===== src/rtl/jtdsp16_sdo_rx_pkg.sv =====
// Shared DSP16 serial-output constants: word geometry, receiver state encodings
// and the shift-register update used by the serial receiver.
package jtdsp16_sdo_rx_pkg;

  localparam int unsigned WordW = 16;
  localparam int unsigned PairW = 2 * WordW;

  typedef enum logic [0:0] {
    StIdle  = 1'b0,
    StShift = 1'b1
  } rx_state_e;

  // LSB-first streams enter at bit 15 and shift right; MSB-first enter at bit 0.
  function automatic logic [WordW-1:0] shift_in(logic [WordW-1:0] sr, logic d, bit msb_first);
    return msb_first ? {sr[WordW-2:0], d} : {d, sr[WordW-1:1]};
  endfunction

endpackage


===== src/rtl/jtdsp16_sdo_rx_if.sv =====
// Stereo-pair output bus of the serial receiver: FIFO head, valid/ready and occupancy.
interface jtdsp16_sdo_rx_if
  import jtdsp16_sdo_rx_pkg::*;
#(
  parameter int unsigned FIFO_AW = 2
);
  logic [WordW-1:0] left;
  logic [WordW-1:0] right;
  logic             out_valid;
  logic             out_ready;
  logic [FIFO_AW:0] level;

  modport master (output left, right, out_valid, level, input out_ready);
  modport slave  (input left, right, out_valid, level, output out_ready);
endinterface


===== src/rtl/jtdsp16_sdo_fifo.sv =====
// Synchronous FIFO of stereo pairs; a push while full is dropped and flagged
// unless a pop frees the slot on the same clock.
module jtdsp16_sdo_fifo
  import jtdsp16_sdo_rx_pkg::*;
#(
  parameter int unsigned AW = 2
) (
  input  logic             clk,
  input  logic             rst,
  input  logic             push,
  input  logic [PairW-1:0] din,
  input  logic             pop,
  output logic [PairW-1:0] dout,
  output logic             full,
  output logic             empty,
  output logic [AW:0]      level,
  output logic             ovf
);
  localparam int unsigned Depth = 2 ** AW;

  logic [PairW-1:0] mem_q [Depth];
  logic [AW-1:0]    wr_q, rd_q;
  logic [AW:0]      level_q, level_d;
  logic             ovf_q;
  logic             do_push, do_pop;

  assign full    = (level_q == (AW+1)'(Depth));
  assign empty   = (level_q == '0);
  assign do_pop  = pop & ~empty;
  assign do_push = push & (~full | do_pop);
  assign dout    = mem_q[rd_q];
  assign level   = level_q;
  assign ovf     = ovf_q;

  always_comb begin
    level_d = level_q;
    unique case ({do_push, do_pop})
      2'b10:   level_d = level_q + 1'b1;
      2'b01:   level_d = level_q - 1'b1;
      default: level_d = level_q;
    endcase
  end

  always_ff @(posedge clk) begin
    if (rst) begin
      for (int i = 0; i < Depth; i++) mem_q[i] <= '0;
      wr_q    <= '0;
      rd_q    <= '0;
      level_q <= '0;
      ovf_q   <= 1'b0;
    end else begin
      if (do_push) begin
        mem_q[wr_q] <= din;
        wr_q        <= wr_q + 1'b1;
      end
      if (do_pop) rd_q <= rd_q + 1'b1;
      level_q <= level_d;
      ovf_q   <= push & full & ~do_pop;
    end
  end

endmodule


===== src/rtl/jtdsp16_sdo_rx.sv =====
// DSP16 serial output receiver: oversamples ock, deserialises 16-bit words,
// pairs them as left/right and queues the pairs for the audio consumer.
module jtdsp16_sdo_rx
  import jtdsp16_sdo_rx_pkg::*;
#(
  parameter bit          MSB_FIRST = 1'b0,
  parameter int unsigned FIFO_AW   = 2
) (
  input  logic clk,
  input  logic rst,
  input  logic ock,
  input  logic sdo,
  input  logic old,
  input  logic ose,
  output logic frame_err,
  output logic ovf,
  jtdsp16_sdo_rx_if.master aud
);
  rx_state_e        state_q, state_d;
  logic [3:0]       bitcnt_q, bitcnt_d;
  logic [WordW-1:0] sreg_q, sreg_d, lhold_q, lhold_d, word;
  logic [PairW-1:0] pair_q, pair_d, head;
  logic             ock_l, rise;
  logic             ch_q, ch_d;
  logic             push_q, push_d;
  logic             ferr_q, ferr_d;
  logic             fifo_empty, fifo_full;

  assign rise      = ock & ~ock_l;
  assign word      = shift_in(sreg_q, sdo, MSB_FIRST);
  assign frame_err = ferr_q;

  always_comb begin
    state_d  = state_q;
    bitcnt_d = bitcnt_q;
    sreg_d   = sreg_q;
    lhold_d  = lhold_q;
    pair_d   = pair_q;
    ch_d     = ch_q;
    push_d   = 1'b0;
    ferr_d   = 1'b0;
    if (rise) begin
      unique case (state_q)
        StIdle: begin
          // The load edge only marks the word start; no data bit is taken.
          if (old) begin
            state_d  = StShift;
            bitcnt_d = '0;
          end
        end
        StShift: begin
          if (old) begin
            ferr_d   = 1'b1;
            bitcnt_d = '0;
          end else if (ose) begin
            ferr_d   = 1'b1;
            state_d  = StIdle;
            bitcnt_d = '0;
          end else begin
            sreg_d   = word;
            bitcnt_d = bitcnt_q + 4'd1;
            if (bitcnt_q == 4'd15) begin
              state_d  = StIdle;
              bitcnt_d = '0;
              if (!ch_q) begin
                lhold_d = word;
                ch_d    = 1'b1;
              end else begin
                pair_d = {lhold_q, word};
                push_d = 1'b1;
                ch_d   = 1'b0;
              end
            end
          end
        end
        default: state_d = StIdle;
      endcase
    end
  end

  always_ff @(posedge clk) begin
    if (rst) begin
      ock_l    <= 1'b0;
      state_q  <= StIdle;
      bitcnt_q <= '0;
      sreg_q   <= '0;
      lhold_q  <= '0;
      pair_q   <= '0;
      ch_q     <= 1'b0;
      push_q   <= 1'b0;
      ferr_q   <= 1'b0;
    end else begin
      ock_l    <= ock;
      state_q  <= state_d;
      bitcnt_q <= bitcnt_d;
      sreg_q   <= sreg_d;
      lhold_q  <= lhold_d;
      pair_q   <= pair_d;
      ch_q     <= ch_d;
      push_q   <= push_d;
      ferr_q   <= ferr_d;
    end
  end

  jtdsp16_sdo_fifo #(
    .AW(FIFO_AW)
  ) u_fifo (
    .clk   (clk),
    .rst   (rst),
    .push  (push_q),
    .din   (pair_q),
    .pop   (aud.out_ready),
    .dout  (head),
    .full  (fifo_full),
    .empty (fifo_empty),
    .level (aud.level),
    .ovf   (ovf)
  );

  assign aud.left      = head[PairW-1:WordW];
  assign aud.right     = head[WordW-1:0];
  assign aud.out_valid = ~fifo_empty;

endmodule


===== src/flat_wrapper.sv =====
// flat-port wrapper written by rule: the top's interface ports become plain ports
module jtdsp16_sdo_rx_flat import jtdsp16_sdo_rx_pkg::*;
#(
  parameter bit          MSB_FIRST = 1'b0,
  parameter int unsigned FIFO_AW   = 2
)
  (clk, rst, ock, sdo, old, ose, frame_err, ovf, aud_left, aud_right, aud_out_valid, aud_level, aud_out_ready);
  jtdsp16_sdo_rx_if #(.FIFO_AW(FIFO_AW)) aud_i ();
  input  logic clk;
  input  logic rst;
  input  logic ock;
  input  logic sdo;
  input  logic old;
  input  logic ose;
  output logic frame_err;
  output logic ovf;
  output wire logic [$bits(aud_i.left)-1:0] aud_left;
  output wire logic [$bits(aud_i.right)-1:0] aud_right;
  output wire logic [$bits(aud_i.out_valid)-1:0] aud_out_valid;
  output wire logic [$bits(aud_i.level)-1:0] aud_level;
  input wire logic [$bits(aud_i.out_ready)-1:0] aud_out_ready;
  assign aud_left = aud_i.left;
  assign aud_right = aud_i.right;
  assign aud_out_valid = aud_i.out_valid;
  assign aud_level = aud_i.level;
  assign aud_i.out_ready = aud_out_ready;
  jtdsp16_sdo_rx #(.MSB_FIRST(MSB_FIRST), .FIFO_AW(FIFO_AW)) u_core (.clk(clk), .rst(rst), .ock(ock), .sdo(sdo), .old(old), .ose(ose), .frame_err(frame_err), .ovf(ovf), .aud(aud_i));
endmodule

===== config.mk =====
export PLATFORM = sky130hd
export DESIGN_NAME = jtdsp16_sdo_rx_flat
export DESIGN_NICKNAME = d
export VERILOG_FILES = /design/src/rtl/jtdsp16_sdo_rx_pkg.sv /design/src/rtl/jtdsp16_sdo_rx_if.sv /design/src/rtl/jtdsp16_sdo_fifo.sv /design/src/rtl/jtdsp16_sdo_rx.sv /design/src/flat_wrapper.sv
export SDC_FILE = /design/constraint.sdc
export NUM_CORES = 1
export LEC_CHECK = 0
export ABC_CLOCK_PERIOD_IN_PS = 3700
export CAP_MARGIN = 20
export CELL_PAD_IN_SITES_DETAIL_PLACEMENT = 1
export CELL_PAD_IN_SITES_GLOBAL_PLACEMENT = 1
export CORE_AREA = 4 4 146 148
export CTS_CLUSTER_DIAMETER = 60
export CTS_CLUSTER_SIZE = 10
export DETAILED_ROUTE_END_ITERATION = 12
export DIE_AREA = 0 0 150 152
export HOLD_SLACK_MARGIN = 0.06
export PLACE_DENSITY_LB_ADDON = 0.1
export REMOVE_ABC_BUFFERS = 1
export SYNTH_ARGS = -nofsm -noshare
export SYNTH_HDL_FRONTEND = slang
export SYNTH_SLANG_ARGS = --single-unit

===== constraint.sdc =====
create_clock -name clk -period 3.7 [get_ports clk]
set_input_delay 0.555 -clock clk [delete_from_list [all_inputs] [get_ports clk]]
set_output_delay 0.555 -clock clk [all_outputs]
set_load 0.005 [all_outputs]

Yosys cells after proc, flatten, opt, wreduce, memory -nomap -nowiden
Memory sizes are Yosys's and may differ from the RTL's. A register that Yosys moved wholly into a read port is not among the register bits.
Index checks and enable logic that the tools add are counted.
{"block": "op_classes", "bitwise": 16, "reduce_logical": 10, "n_mux": 25, "eq_ne": 5, "n_addsub": 5}
{"operator": "32-bit 2-to-1 mux", "count": 1}
{"operator": "32-bit OR reduction", "count": 1}
{"operator": "4-bit 2-to-1 mux", "count": 4}
{"operator": "1-bit 2-to-1 mux", "count": 14}
{"operator": "6-bit AND reduction", "count": 2}
{"operator": "1-bit NOT", "count": 10}
{"operator": "4-bit case mux with 2 select lines", "count": 1}
{"operator": "2-bit 2-to-1 mux", "count": 3}
{"operator": "3-bit case mux with 2 select lines", "count": 1}
{"operator": "6-bit OR reduction", "count": 1}
{"operator": "1-bit AND", "count": 5}
{"operator": "5-bit AND reduction", "count": 1}
{"operator": "2-bit by 1-bit adder with 2-bit output (second input constant)", "count": 2}
{"operator": "4-bit by 1-bit adder with 4-bit output (second input constant)", "count": 1}
{"operator": "4-bit == test (second input constant)", "count": 1}
{"operator": "4-bit AND reduction", "count": 1}
{"operator": "3-bit by 1-bit adder with 3-bit output (second input constant)", "count": 1}
{"operator": "3-bit == test (second input constant)", "count": 1}
{"operator": "3-bit zero test", "count": 1}
{"operator": "3-bit OR reduction", "count": 1}
{"operator": "3-bit by 1-bit subtractor with 3-bit output (second input constant)", "count": 1}
{"operator": "2-bit by 1-bit == test with 1-bit output (second input constant)", "count": 1}
{"operator": "2-bit == test (second input constant)", "count": 1}
{"operator": "2-bit != test (second input constant)", "count": 1}
{"operator": "other kinds (4)", "count": 4}
{"block": "totals", "n_memories": 1, "ram_bits": 128, "output_inout_bits": 38, "word_cells": 75, "regBits": 81, "inputBits": 7}
{"memory": "u_core.u_fifo.mem_q", "depth": 4, "word_bits": 32, "rd": 1, "rd_clocked_by_memory_dff": 1, "wr": 4, "line_no": "jtdsp16_sdo_fifo.sv:21", "source": "logic [PairW-1:0] mem_q [Depth];"}

Logic depth before layout (Yosys ltp)
{"block": "depth", "word_depth": 10, "mapped_depth": 8, "mapped_depth_nobuf": 8}

Cells and area by module
A second synthesis with hierarchy kept.
{"block": "hier_totals", "hier_cells": 684, "area_unflattened_um2": 8530.7}
{"module": "jtdsp16_sdo_fifo", "instances": 1, "seq_area_each_um2": 4043.9, "cells_each": 363, "area_each_um2": 5950.7}
{"module": "jtdsp16_sdo_rx", "instances": 1, "seq_area_each_um2": 1441.4, "cells_each": 321, "area_each_um2": 2580.0}

Worst setup path after synthesis
No wires, ideal clock.
{"block": "synth_path", "path_type": "input-to-reg", "startpoint": "input aud_out_ready", "endpoint": "memory u_core.u_fifo.mem_q[1][0] (netlist bit), enable pin", "t_arrival_ns": 2.315, "setup_time_ns": 0.428, "path_buffers": 0, "setup_slack_ns": 0.957, "t_required_ns": 3.272, "cell_stages": 3, "cell_sequence": "or4b_2 -> nand3_1 -> o21bai_1"}
{"element": "start, declared", "line_no": "flat_wrapper.sv:21", "source": "input wire logic [$bits(aud_i.out_ready)-1:0] aud_out_ready;"}
{"element": "end, declared", "line_no": "jtdsp16_sdo_fifo.sv:21"}

==> results <==
- Data on the critical path arrives at its endpoint at 2.50 ns.
- After synthesis, the share of cell area in mux cells is about 14%.
- The flow ran to the end, and the final reports show no timing, DRC or antenna violations.
- Summing the sequential cell areas from Yosys gives between 60 and 70% of the chip area.
- In this run the static leakage power is ~3.7 nW.
- The most used flip-flop cell after synthesis is sky130_fd_sc_hd__edfxtp_1.
- The post-detailed-route wirelength per cell is 20.5 um.
- For this design the top-level I/O count stands at 45.
- Setup violations remaining at the end of the flow were counted as 0.
- The synthesized design contains roughly 130 enable-type register cells.
- The number of failing hold endpoints at the final stage is 0.
- The routed via count is 5218.
- TritonCTS built the clock tree.
- The area share of xor/xnor cells in the synthesized design is less than 1%.
- The synthesized netlist devotes roughly 3.7% of its cell area to compound gates.
- The remaining global-route overflow is 0.
- The core region area is between 0.02 and 0.025 mm2.
- The net count of the finished layout is just over 700.
- The worst hold path belongs to the class in2reg.
- The setup TNS is 0 ns.
- The horizontal die dimension is ~150 um.
- The diode insertion count for antenna repair is 0.
- Along the worst path, the maximum fanout reaches 16.
- The number of global-route vias before repair is around 5800.
- The post-synthesis register bit count is between 200 and 250.
- Of the total synthesized cell area, the portion taken by full adders, half adders and majority gates is less than 1%.
- Based on the critical path, the design can be clocked at up to around 0.33 GHz.
- The required time at the worst-slack endpoint is 3.14 ns.
- For this configuration, the core starts out at a cell density of 44.3%.
- In the finished design, the share of the clock period the worst path needs comes to roughly 83%.
- The worst setup path is captured at an output pin.
- The overall fraction of global-route tracks in use is 18.2%.
- The tree built by TritonCTS fans out to 210 sinks.
- Of the total synthesized cell area, the portion taken by AND, OR, NAND and NOR gates is approximately 17%.
- The start point of the worst hold path is rst.
- The relative max-transition margin is 34.2%.
- The number of placement rows is 52.
- The cell at the root of the clock tree is sky130_fd_sc_hd__clkbuf_16.
- The number of buffers created by CTS is 24.
- The post-synthesis average cell area is about 14 um2.
- In the routed design, unresolved DRC markers number 0.
- The routed design has roughly 20 mm of wire.
- The first-pass iteration count of the detailed router is 4.
- Relative to the synthesized area, the layout overhead comes to 16.7%.
- During placement, the flow inserted port buffers numbering 44.
- Using the TritonRoute via totals, the vias-per-cell ratio works out to between 5 and 6.
- The max-slew violation count is 0.
- The least setup slack across all paths after layout is between 0.6 and 0.7 ns.
- Setup repair after global routing left no endpoint under its margin.
- After synthesis, the largest family of logic cells by area is simple AND/OR/NAND/NOR gates.
- For this design, the CTS-stage hold fixing added 0 buffers.
- At the pin with the least slew margin, the transition time is 0.987 ns.
- The setup path with the least slack is of type reg2out.
- The cell type of the slowest stage on the worst timing path is sky130_fd_sc_hd__mux4_2.
- In this run the number of H-tree levels came out at 1.
- Subtracting the final worst setup slack from the clock period gives between 3 and 4 ns.
- The floorplan step set the die height to roughly 150 um.
- The synthesized netlist cell count is 650.
- For this run, the slowest stage of the critical path takes roughly 0.56 ns.
- The maximum number of pins on one net before global-route repair is between 80 and 90.
- The number of nets with antenna violations after detailed routing is 0.
- The clock passes through at most 3 buffers.
- Gates resized during post-CTS repair numbered 0.
- The tool flagged a number of max-cap violations equal to 0.
- The fraction of layout instances using a drive strength above 1 is 12.9%.
- The congestion estimate from routability-driven global placement came to approximately 0.75.
- At the later pin of the worst-skew pair, clock insertion delay measures a little over 0.5 ns.
- Of all flip-flops after synthesis, the portion carrying an async set or reset was 0%.
- The netlist area before placement is 0.00888 mm2.
- The clock transition at the register clock pins on the worst setup and hold paths after CTS is ~0.050 ns.
- The number of buffers inserted by post-CTS setup repair is 0.
- The worst setup path is launched from a flip-flop.
- The initial antenna violation count is 0.
- In this run the power density over the cells is between 400 and 500 mW/mm2.
- The pre-CTS setup slack is approximately 0.47 ns.
- The Yosys step of the flow raised 0 warnings.
- The filler cells instantiated in the layout total between 2000 and 2500.
- The first global-routing pass estimated 32.5 mm of wire.
- The die covers approximately 0.023 mm2.
- The maximum VDD drop is roughly 0.38 mV.
- The violation count after the first detailed-route iteration is ~270.
- After legalization and detailed placement, the total HPWL measured about 12 mm.
- The number of different library cells in the post-synthesis netlist is 42.
- The signal on the critical path passes through buf_4 > mux4_2 > clkdlybuf4s50_1.
- The launch instance of the worst register-to-register path is u_core.u_fifo.level[0].
- Across the routed clock network, the largest skew measured is around 0.0057 ns.
stage by stage:
step,power (mW),std cells,area [um2],hold WS (ns),util [%]
detailed placement,2.77,944,9680,0.482,48.3
global route,5.03,985,10400,0.433,51.7
global placement,2.77,942,9660,0.470,48.2
floorplan,2.67,609,8660,0.447,-
CTS,4.91,985,10400,0.417,51.7
finish,4.84,985,10400,0.432,51.7
layer usage:
layer | wire, um | vias up | global-route usage (%) | share of wire [%]
met5 | 0 | - | 0 | 0
met2 | 10400 | 70 | 32.0 | 51
met3 | 570 | 33 | 2.35 | 2.8
met1 | 8810 | 2684 | 23.8 | 44
met4 | 479 | 0 | 4.97 | 2.4
li1 | - | 2431 | - | -
placed cells by master (no fill, tap or decap), types with 5 or more instances in the layout:
cell	netlist	routed
sky130_fd_sc_hd__and2_1	128	128
sky130_fd_sc_hd__clkbuf_16	0	25
sky130_fd_sc_hd__nand3_1	18	18
sky130_fd_sc_hd__clkbuf_1	30	16
sky130_fd_sc_hd__mux2i_1	48	48
sky130_fd_sc_hd__nor2_1	11	11
sky130_fd_sc_hd__mux4_2	32	32
sky130_fd_sc_hd__a21oi_1	22	22
sky130_fd_sc_hd__inv_1	5	5
sky130_fd_sc_hd__dfxtp_1	82	81
sky130_fd_sc_hd__buf_4	0	16
sky130_fd_sc_hd__nand2b_1	68	68
sky130_fd_sc_hd__clkdlybuf4s50_1	0	43
sky130_fd_sc_hd__o21ai_0	23	23
sky130_fd_sc_hd__edfxtp_1	128	128
kinds of logic (layout without fill, tap and decap cells):
kind of cell | Yosys count | in the layout
AO/OA/AOI/OAI | 58 | 58
XOR/XNOR | 4 | 4
adder cells (fa/ha/maj) | 3 | 3
buffers and inverters | 47 | 112
flip-flops | 210 | 210
multiplexers | 80 | 80
AND/OR/NAND/NOR | 248 | 248
cell type report:
type	instances	area [um2]	share of cell area [%]
tap	270	338	3.26
timing repair buffer	65	647	6.24
inverter	6	22.5	0.217
sequential	210	5490	52.9
clock buffer	41	686	6.61
multi-input combinational	393	3190	30.8
cell usage after synthesis, types with 4 or more instances:
library cell               count  area (um2)
sky130_fd_sc_hd__and2_1      128         801
sky130_fd_sc_hd__edfxtp_1    128        3840
sky130_fd_sc_hd__dfxtp_1      82        1640
sky130_fd_sc_hd__nand2b_1     68         425
sky130_fd_sc_hd__mux2i_1      48         480
sky130_fd_sc_hd__mux4_2       32         721
sky130_fd_sc_hd__clkbuf_1     30         113
sky130_fd_sc_hd__o21ai_0      23         115
sky130_fd_sc_hd__a21oi_1      22         110
sky130_fd_sc_hd__nand3_1      18        90.1
sky130_fd_sc_hd__nor2_1       11        41.3
sky130_fd_sc_hd__buf_1         5        18.8
sky130_fd_sc_hd__inv_1         5        18.8
sky130_fd_sc_hd__nand2_1       4        15.0
sky130_fd_sc_hd__nor2b_1       4        25.0
worst max-delay path: cells and delay by family (launching register included):
family,cells,cell delay (ns)
multiplexers,1,0.56
flip-flops,1,0.54
buffers and inverters,2,0.88
final timing paths:
| check | end | slack [ns] | cells past startpoint |
|---|---|---|---|
| setup reg to reg | u_core.u_fifo.level[2] | 1.07 | 8 |
| hold / removal | flip-flop | 0.43 | 2 |
| hold reg to reg | u_core.sreg_q[1] | 0.49 | 2 |
| setup / recovery | aud_left[8] | 0.64 | 3 |
where the power goes:
| group | switching, mW | internal (mW) |
|---|---|---|
| combinational | 0.0880 | 0.0757 |
| clock | 0.876 | 1.24 |
| sequential | 0.0167 | 2.54 |
flip-flops by register name (all words and copies together) (netlist names), named ones only:
| register | count |
|---|---|
| u_core.pair_q | 32 |
| u_core.ch_q | 1 |
| u_core.ock_l | 1 |
| u_core.push_q | 1 |
| u_core.u_fifo.mem_q | 128 |
| u_core.u_fifo.level | 3 |
| u_core.frame_err | 1 |
| u_core.u_fifo.rd_q | 2 |
| u_core.u_fifo.ovf | 1 |
| u_core.bitcnt_q | 4 |
| u_core.state_q | 1 |
| u_core.sreg_q | 15 |
| u_core.lhold_q | 16 |
| u_core.u_fifo.wr_q | 2 |
Power figures use the tool's default switching activity.
